[src/rtl/nice_gemm_cmd_queue_pkg.sv]
// Shared opcodes, funct3 codes and FSM encoding for the GEMM NICE command queue.
package nice_gemm_pkg;

  localparam logic [6:0] OPC_CUSTOM1 = 7'b0101011;
  localparam logic [2:0] F3_CFG      = 3'b011;
  localparam logic [2:0] F3_START    = 3'b010;
  localparam logic [2:0] F3_STATUS   = 3'b110;

  typedef enum logic [0:0] {
    IDLE = 1'b0,
    RSP  = 1'b1
  } state_t;

  function automatic logic is_onehot7(input logic [6:0] v);
    return (v != 7'd0) && ((v & (v - 7'd1)) == 7'd0);
  endfunction

endpackage

[src/rtl/nice_gemm_cmd_queue_job_fifo.sv]
// First-word-fall-through register FIFO holding config snapshots for the GEMM engine.
module nice_job_fifo #(
  parameter int WIDTH = 32,
  parameter int DEPTH = 4,
  localparam int AW = $clog2(DEPTH),
  localparam int CW = AW + 1
) (
  input  logic             clk,
  input  logic             rst,
  input  logic             push,
  input  logic [WIDTH-1:0] push_data,
  input  logic             pop,
  output logic [WIDTH-1:0] pop_data,
  output logic             full,
  output logic             empty,
  output logic [CW-1:0]    count
);

  localparam logic [CW-1:0] DEPTH_C = CW'(DEPTH);

  logic [WIDTH-1:0] mem_r [DEPTH];
  logic [AW-1:0]    wr_ptr_r;
  logic [AW-1:0]    rd_ptr_r;
  logic [CW-1:0]    count_r;
  logic             push_ok_s;
  logic             pop_ok_s;

  assign full      = (count_r == DEPTH_C);
  assign empty     = (count_r == {CW{1'b0}});
  assign count     = count_r;
  assign push_ok_s = push & ~full;
  assign pop_ok_s  = pop & ~empty;
  // An empty queue presents zeros rather than a stale entry.
  assign pop_data  = empty ? {WIDTH{1'b0}} : mem_r[rd_ptr_r];

  always_ff @(posedge clk or posedge rst) begin
    if (rst) begin
      wr_ptr_r <= {AW{1'b0}};
      rd_ptr_r <= {AW{1'b0}};
      count_r  <= {CW{1'b0}};
      for (int i = 0; i < DEPTH; i++) begin
        mem_r[i] <= {WIDTH{1'b0}};
      end
    end else begin
      if (push_ok_s) begin
        mem_r[wr_ptr_r] <= push_data;
        wr_ptr_r        <= wr_ptr_r + AW'(1'b1);
      end
      if (pop_ok_s) begin
        rd_ptr_r <= rd_ptr_r + AW'(1'b1);
      end
      case ({push_ok_s, pop_ok_s})
        2'b10:   count_r <= count_r + CW'(1'b1);
        2'b01:   count_r <= count_r - CW'(1'b1);
        default: count_r <= count_r;
      endcase
    end
  end

endmodule

[src/rtl/nice_gemm_cmd_queue.sv]
// NICE-port command front-end: decodes custom-1 config/START/STATUS instructions,
// keeps the config register file and feeds config snapshots into the job queue.
module nice_gemm_cmd_queue
  import nice_gemm_pkg::*;
#(
  parameter int NUM_PAIRS = 6,
  parameter int START_BIT = 6,
  parameter int JOB_DEPTH = 4,
  parameter int DATA_W    = 32
) (
  input  logic                          nice_clk,
  input  logic                          nice_rst,
  input  logic                          nice_req_valid,
  output logic                          nice_req_ready,
  input  logic [31:0]                   nice_req_instr,
  input  logic [DATA_W-1:0]             nice_req_rs1,
  input  logic [DATA_W-1:0]             nice_req_rs2,
  output logic                          nice_rsp_multicyc_valid,
  input  logic                          nice_rsp_multicyc_ready,
  output logic [31:0]                   nice_rsp_multicyc_dat,
  output logic                          nice_rsp_multicyc_err,
  output logic                          job_valid,
  input  logic                          job_ready,
  output logic [2*NUM_PAIRS*DATA_W-1:0] job_cfg,
  input  logic                          job_done,
  output logic                          busy
);

  localparam int NUM_CFG = 2 * NUM_PAIRS;
  localparam int CFG_W   = NUM_CFG * DATA_W;
  localparam int CW      = $clog2(JOB_DEPTH) + 1;
  localparam logic [CW-1:0] DEPTH_C   = CW'(JOB_DEPTH);
  localparam logic [6:0]    PAIR_MASK = 7'((8'd1 << NUM_PAIRS) - 8'd1);
  localparam logic [6:0]    START_F7  = 7'(8'd1 << START_BIT);

  state_t            state_r;
  state_t            state_nxt_s;
  logic              ready_r;
  logic              ready_nxt_s;
  logic [31:0]       dat_r;
  logic [31:0]       dat_nxt_s;
  logic              err_r;
  logic              err_nxt_s;
  logic [DATA_W-1:0] cfg_r [NUM_CFG];
  logic [7:0]        job_idx_r;
  logic [15:0]       done_cnt_r;

  logic [6:0]        opc_s;
  logic [2:0]        f3_s;
  logic [6:0]        f7_s;
  logic              is_cfg_s;
  logic              is_start_s;
  logic              is_status_s;
  logic              accept_s;
  logic              push_s;
  logic              pop_s;
  logic              q_full_s;
  logic              q_empty_s;
  logic [CW-1:0]     q_count_s;
  logic [CW-1:0]     q_count_nxt_s;
  logic [CFG_W-1:0]  snap_s;
  logic              unused_instr_s;

  assign opc_s = nice_req_instr[6:0];
  assign f3_s  = nice_req_instr[14:12];
  assign f7_s  = nice_req_instr[31:25];
  assign unused_instr_s = ^{nice_req_instr[24:15], nice_req_instr[11:7], q_full_s};

  assign is_cfg_s    = (opc_s == OPC_CUSTOM1) && (f3_s == F3_CFG) && is_onehot7(f7_s)
                       && ((f7_s & ~PAIR_MASK) == 7'd0);
  assign is_start_s  = (opc_s == OPC_CUSTOM1) && (f3_s == F3_START) && (f7_s == START_F7);
  assign is_status_s = (opc_s == OPC_CUSTOM1) && (f3_s == F3_STATUS) && (f7_s == 7'd0);

  // ready_r is only ever set in IDLE with room in the queue, so it alone qualifies accept.
  assign accept_s      = nice_req_valid & ready_r;
  assign push_s        = accept_s & is_start_s;
  assign pop_s         = job_ready & ~q_empty_s;
  assign q_count_nxt_s = q_count_s + CW'(push_s) - CW'(pop_s);

  always_comb begin
    snap_s = {CFG_W{1'b0}};
    for (int i = 0; i < NUM_CFG; i++) begin
      snap_s[i*DATA_W +: DATA_W] = cfg_r[i];
    end
  end

  always_comb begin
    dat_nxt_s = 32'd0;
    err_nxt_s = 1'b0;
    if (is_cfg_s) begin
      dat_nxt_s = 32'd0;
    end else if (is_start_s) begin
      dat_nxt_s = {24'd0, job_idx_r};
    end else if (is_status_s) begin
      dat_nxt_s = {done_cnt_r, 5'd0, 8'(q_count_s), ~q_empty_s, 2'd0};
    end else begin
      err_nxt_s = 1'b1;
    end
  end

  always_comb begin
    state_nxt_s = state_r;
    case (state_r)
      IDLE: begin
        if (accept_s) state_nxt_s = RSP;
        else          state_nxt_s = IDLE;
      end
      RSP: begin
        if (nice_rsp_multicyc_ready) state_nxt_s = IDLE;
        else                         state_nxt_s = RSP;
      end
      default: state_nxt_s = IDLE;
    endcase
    ready_nxt_s = (state_nxt_s == IDLE) && (q_count_nxt_s != DEPTH_C);
  end

  always_ff @(posedge nice_clk or posedge nice_rst) begin
    if (nice_rst) begin
      state_r    <= IDLE;
      ready_r    <= 1'b0;
      dat_r      <= 32'd0;
      err_r      <= 1'b0;
      job_idx_r  <= 8'd0;
      done_cnt_r <= 16'd0;
    end else begin
      state_r <= state_nxt_s;
      ready_r <= ready_nxt_s;
      if (accept_s) begin
        dat_r <= dat_nxt_s;
        err_r <= err_nxt_s;
      end
      if (push_s) begin
        job_idx_r <= job_idx_r + 8'd1;
      end
      if (job_done && (done_cnt_r != 16'hFFFF)) begin
        done_cnt_r <= done_cnt_r + 16'd1;
      end
    end
  end

  always_ff @(posedge nice_clk or posedge nice_rst) begin
    if (nice_rst) begin
      for (int i = 0; i < NUM_CFG; i++) begin
        cfg_r[i] <= {DATA_W{1'b0}};
      end
    end else begin
      for (int k = 0; k < NUM_PAIRS; k++) begin
        if (accept_s && is_cfg_s && f7_s[k]) begin
          cfg_r[2*k]   <= nice_req_rs1;
          cfg_r[2*k+1] <= nice_req_rs2;
        end
      end
    end
  end

  nice_job_fifo #(
    .WIDTH (CFG_W),
    .DEPTH (JOB_DEPTH)
  ) u_job_fifo (
    .clk       (nice_clk),
    .rst       (nice_rst),
    .push      (push_s),
    .push_data (snap_s),
    .pop       (pop_s),
    .pop_data  (job_cfg),
    .full      (q_full_s),
    .empty     (q_empty_s),
    .count     (q_count_s)
  );

  assign nice_req_ready          = ready_r;
  assign nice_rsp_multicyc_valid = (state_r == RSP);
  assign nice_rsp_multicyc_dat   = dat_r;
  assign nice_rsp_multicyc_err   = err_r;
  assign job_valid               = ~q_empty_s;
  assign busy                    = ~q_empty_s;

endmodule
[config.mk]
export PLATFORM = sky130hd
export DESIGN_NAME = nice_gemm_cmd_queue
export DESIGN_NICKNAME = d
export VERILOG_FILES = /design/src/rtl/nice_gemm_cmd_queue_pkg.sv /design/src/rtl/nice_gemm_cmd_queue_job_fifo.sv /design/src/rtl/nice_gemm_cmd_queue.sv
export SDC_FILE = /design/constraint.sdc
export NUM_CORES = 2
export LEC_CHECK = 0
export ABC_AREA = 1
export BUFFER_PORTS_ARGS = -buffer_cell sky130_fd_sc_hd__buf_2
export CAP_MARGIN = 5
export CORE_MARGIN = 2
export CORE_UTILIZATION = 39
export CTS_BUF_LIST = sky130_fd_sc_hd__clkbuf_8
export DETAILED_ROUTE_END_ITERATION = 6
export GPL_TIMING_DRIVEN = 0
export REMOVE_ABC_BUFFERS = 1
export SKIP_CTS_REPAIR_TIMING = 1
export SLEW_MARGIN = 30
export SYNTH_ARGS = -nofsm -noshare
export SYNTH_HDL_FRONTEND = slang
export SYNTH_SLANG_ARGS = --single-unit
[constraint.sdc]
create_clock -name nice_clk -period 74.6 [get_ports nice_clk]
set_input_delay 3.73 -clock nice_clk [delete_from_list [all_inputs] [get_ports nice_clk]]
set_output_delay 3.73 -clock nice_clk [all_outputs]
set_load 0.05 [all_outputs]
==> run metrics <==
vias per inst=5.54; min Tclk post-route=8620 ps; Worst EP arrival=4890 ps; Worst path max stage delay=600 ps; setup ws final=65980 ps; Post-route DRC=0; die height=489 um; clock skew=104 ps; width of the die=489 um; unrepaired setup endpoints after global routing=no; post-synth top area cell=dfrtp_1; total track usage=27.8%; CP Class=reg -> out; Pleak=58.7 nW; Main synth FF type=dfrtp_1; final worst path period share=11.6%; H-tree level count=5; commonest non-fill, non-tap cell in the layout=nand2_1; total grt overflow=0; Filler cells=22855; synthesized flop and latch total=1978; clock sink count=1978; drt first pass iters=7; Worst Path Max Fanout=58; largest net degree at the start of global routing=117; CP max stage cell=dfrtp_4; EDFF count, synth=0; Initial Utilization=39.2%; via count=85062; crit-path cells=buf_12, buf_12, buf_12, clkinv_4, buf_16, buf_16, buf_16, nor2_1, o21ai_0, a21oi_1, buf_2; dpl ws=66530 ps; Max Clk Rate=116 MHz; Slew Limit Fails=0; DRT iter0 DRCs=9374; Mean Syn Cell Area=7.82 um^2; # Max-Cap Violations=0; PD cells=34.0 nW/um^2; PortBufs=499; WL/cell=22.1 um; layout net count=12067; row count=178; Crit. End Element=primary output; initial antenna violation count=16; Root Buffer=clkbuf_8; Slew HR=49.7%; run status=complete, no violations; I/O pins=523; total CTS buffers=364; CTS Buffer Depth=4; commonest non-fill, non-tap cells in the layout=3960 x nand2_1, 1976 x dfrtp_1, 1568 x nor2_1, 1552 x nand3_1, 791 x o21ai_0; Post-DP HPWL=197 mm; core area=235000 um^2; Setup TNS=0 ps; Slew @ Worst Pin=752 ps; vias in the first global route=82361; Final setup viols=0; share of cells above drive strength 1=11.0%; ys async rst share=100%; final hold vios=0; clk_lat worst skew=1120 ps; TritonCTS clock tree=done; first-pass GRT wire length=515 mm; top post-synthesis cells by area=dfrtp_1 54%, nand2_1 16%, nand3_1 8.5%; clock slew at reported path FFs=60 ps; Layout area overhead=18.4%; Post-Route WL=339 mm; Worst Setup Start Kind=flip-flop; maximum VDD drop=0.0360 mV; Seq/Total Area, Yosys=53.9%; YS warnings=0; Die ar.=240000 um^2; unique cell type count in the Yosys netlist=31; routability cong.=0.789; Synth Instances=11756; Hold/Removal Path Class=reg -> reg; Synth Cell Area=91900 um^2; critical path required time=70870 ps; post-synth top area share=53.9%; Routed Antenna Nets=0
==> kinds of logic (layout without fill, tap and decap cells) <==
logic type,after synthesis,count (layout),share of synthesized area [%]
other,1,18,0.00408
adder cells (fa/ha/maj),11,11,0.166
buffers and inverters,1046,1486,5.19
AO/OA/AOI/OAI,1189,1189,6.51
AND/OR/NAND/NOR,7509,7509,34.1
XOR/XNOR,22,22,0.210
flip-flops,1978,1978,53.9
==> Yosys cell counts, types with 5 or more instances <==
library cell  instances
buf_4               113
nand4_4               6
nor3_1                9
buf_1                29
dfrtp_1            1978
o31ai_1              11
xor2_1               21
nand3_1            1552
nand4_1             394
nor2_4                5
a21oi_1             386
inv_1                54
nand2_1            3964
buf_6                16
clkbuf_1            587
o21ai_0             791
ha_1                  9
buf_2               243
nor2_1             1570
==> critical path, delay by kind of cell, from the launching register on <==
family          cells  cell delay, ps
compound gates      2             560
buf+inv             8            2320
simple gates        1             140
flops               1             600
==> state kept, by name, summed over array words and instances (netlist names), 2 cells and up <==
name and flops:
u_job_fifo.mem_r 1536, u_job_fifo.wr_ptr_r 2, done_cnt_r 16, job_idx_r 8
u_job_fifo.rd_ptr_r 2, nice_rsp_multicyc_dat 24, cfg_r 384, u_job_fifo.count 3
==> where the power goes <==
| part | leakage (nW) | switching, mW | total, mW | internal, mW |
|---|---|---|---|---|
| Clock | 4.07 | 0.471 | 1.02 | 0.546 |
| Sequential | 27.6 | 0.00928 | 1.09 | 1.08 |
| Combinational | 27.0 | 1.22 | 1.60 | 0.376 |
==> final timing paths <==
path	slack [ps]	depth (start not counted)	start	to
worst max-delay path	65980	11	u_job_fifo.rd_ptr_r[1]	job_cfg[209]
worst min-delay path	460	2	u_job_fifo.mem_r[23]	u_job_fifo.mem_r[23]
max in group asynchronous	68700	9	nice_rst	u_job_fifo.mem_r[897]
min in group asynchronous	2620	2	nice_rst	u_job_fifo.mem_r[726]
worst min register to register	460	2	u_job_fifo.mem_r[23]	u_job_fifo.mem_r[23]
worst max register to register	70140	14	nice_req_ready	u_job_fifo.mem_r[783]
==> final cells by class <==
class / instances / area [um^2] / share of cell area (%)
Inverter: 58 / 243 / 0.223
Multi-Input combinational cell: 8739 / 37800 / 34.7
Timing Repair Buffer: 813 / 10400 / 9.53
Sequential cell: 1978 / 49500 / 45.5
Tap cell: 3150 / 3940 / 3.62
Clock buffer: 446 / 6140 / 5.64
Clock inverter: 169 / 831 / 0.763
Antenna cell: 10 / 25.0 / 0.0230
==> routing by layer <==
| layer | share of wire, % | vias up | global-route usage (%) |
|---|---|---|---|
| met5 | 0.017 | - | 0 |
| met4 | 3.4 | 10 | 9.55 |
| met3 | 9.2 | 623 | 5.84 |
| met2 | 46 | 3958 | 43.9 |
| met1 | 42 | 41780 | 37.9 |
| li1 | - | 38691 | - |
==> through the flow <==
stage / instances / area, um^2 / total power, mW / hold WS [ps] / util [%]
2_1_floorplan: 10775 / 87400 / 2.35 / 437 / -
6_report: 15363 / 109000 / 3.70 / 462 / 46.4
3_3_place_gp: 14424 / 93800 / 3.16 / 446 / 40.0
3_5_place_dp: 14738 / 102000 / 2.70 / 453 / 43.4
4_1_cts: 15353 / 109000 / 3.72 / 465 / 46.3
5_1_grt: 15360 / 109000 / 3.86 / 477 / 46.4
Power figures use the tool's default switching activity.
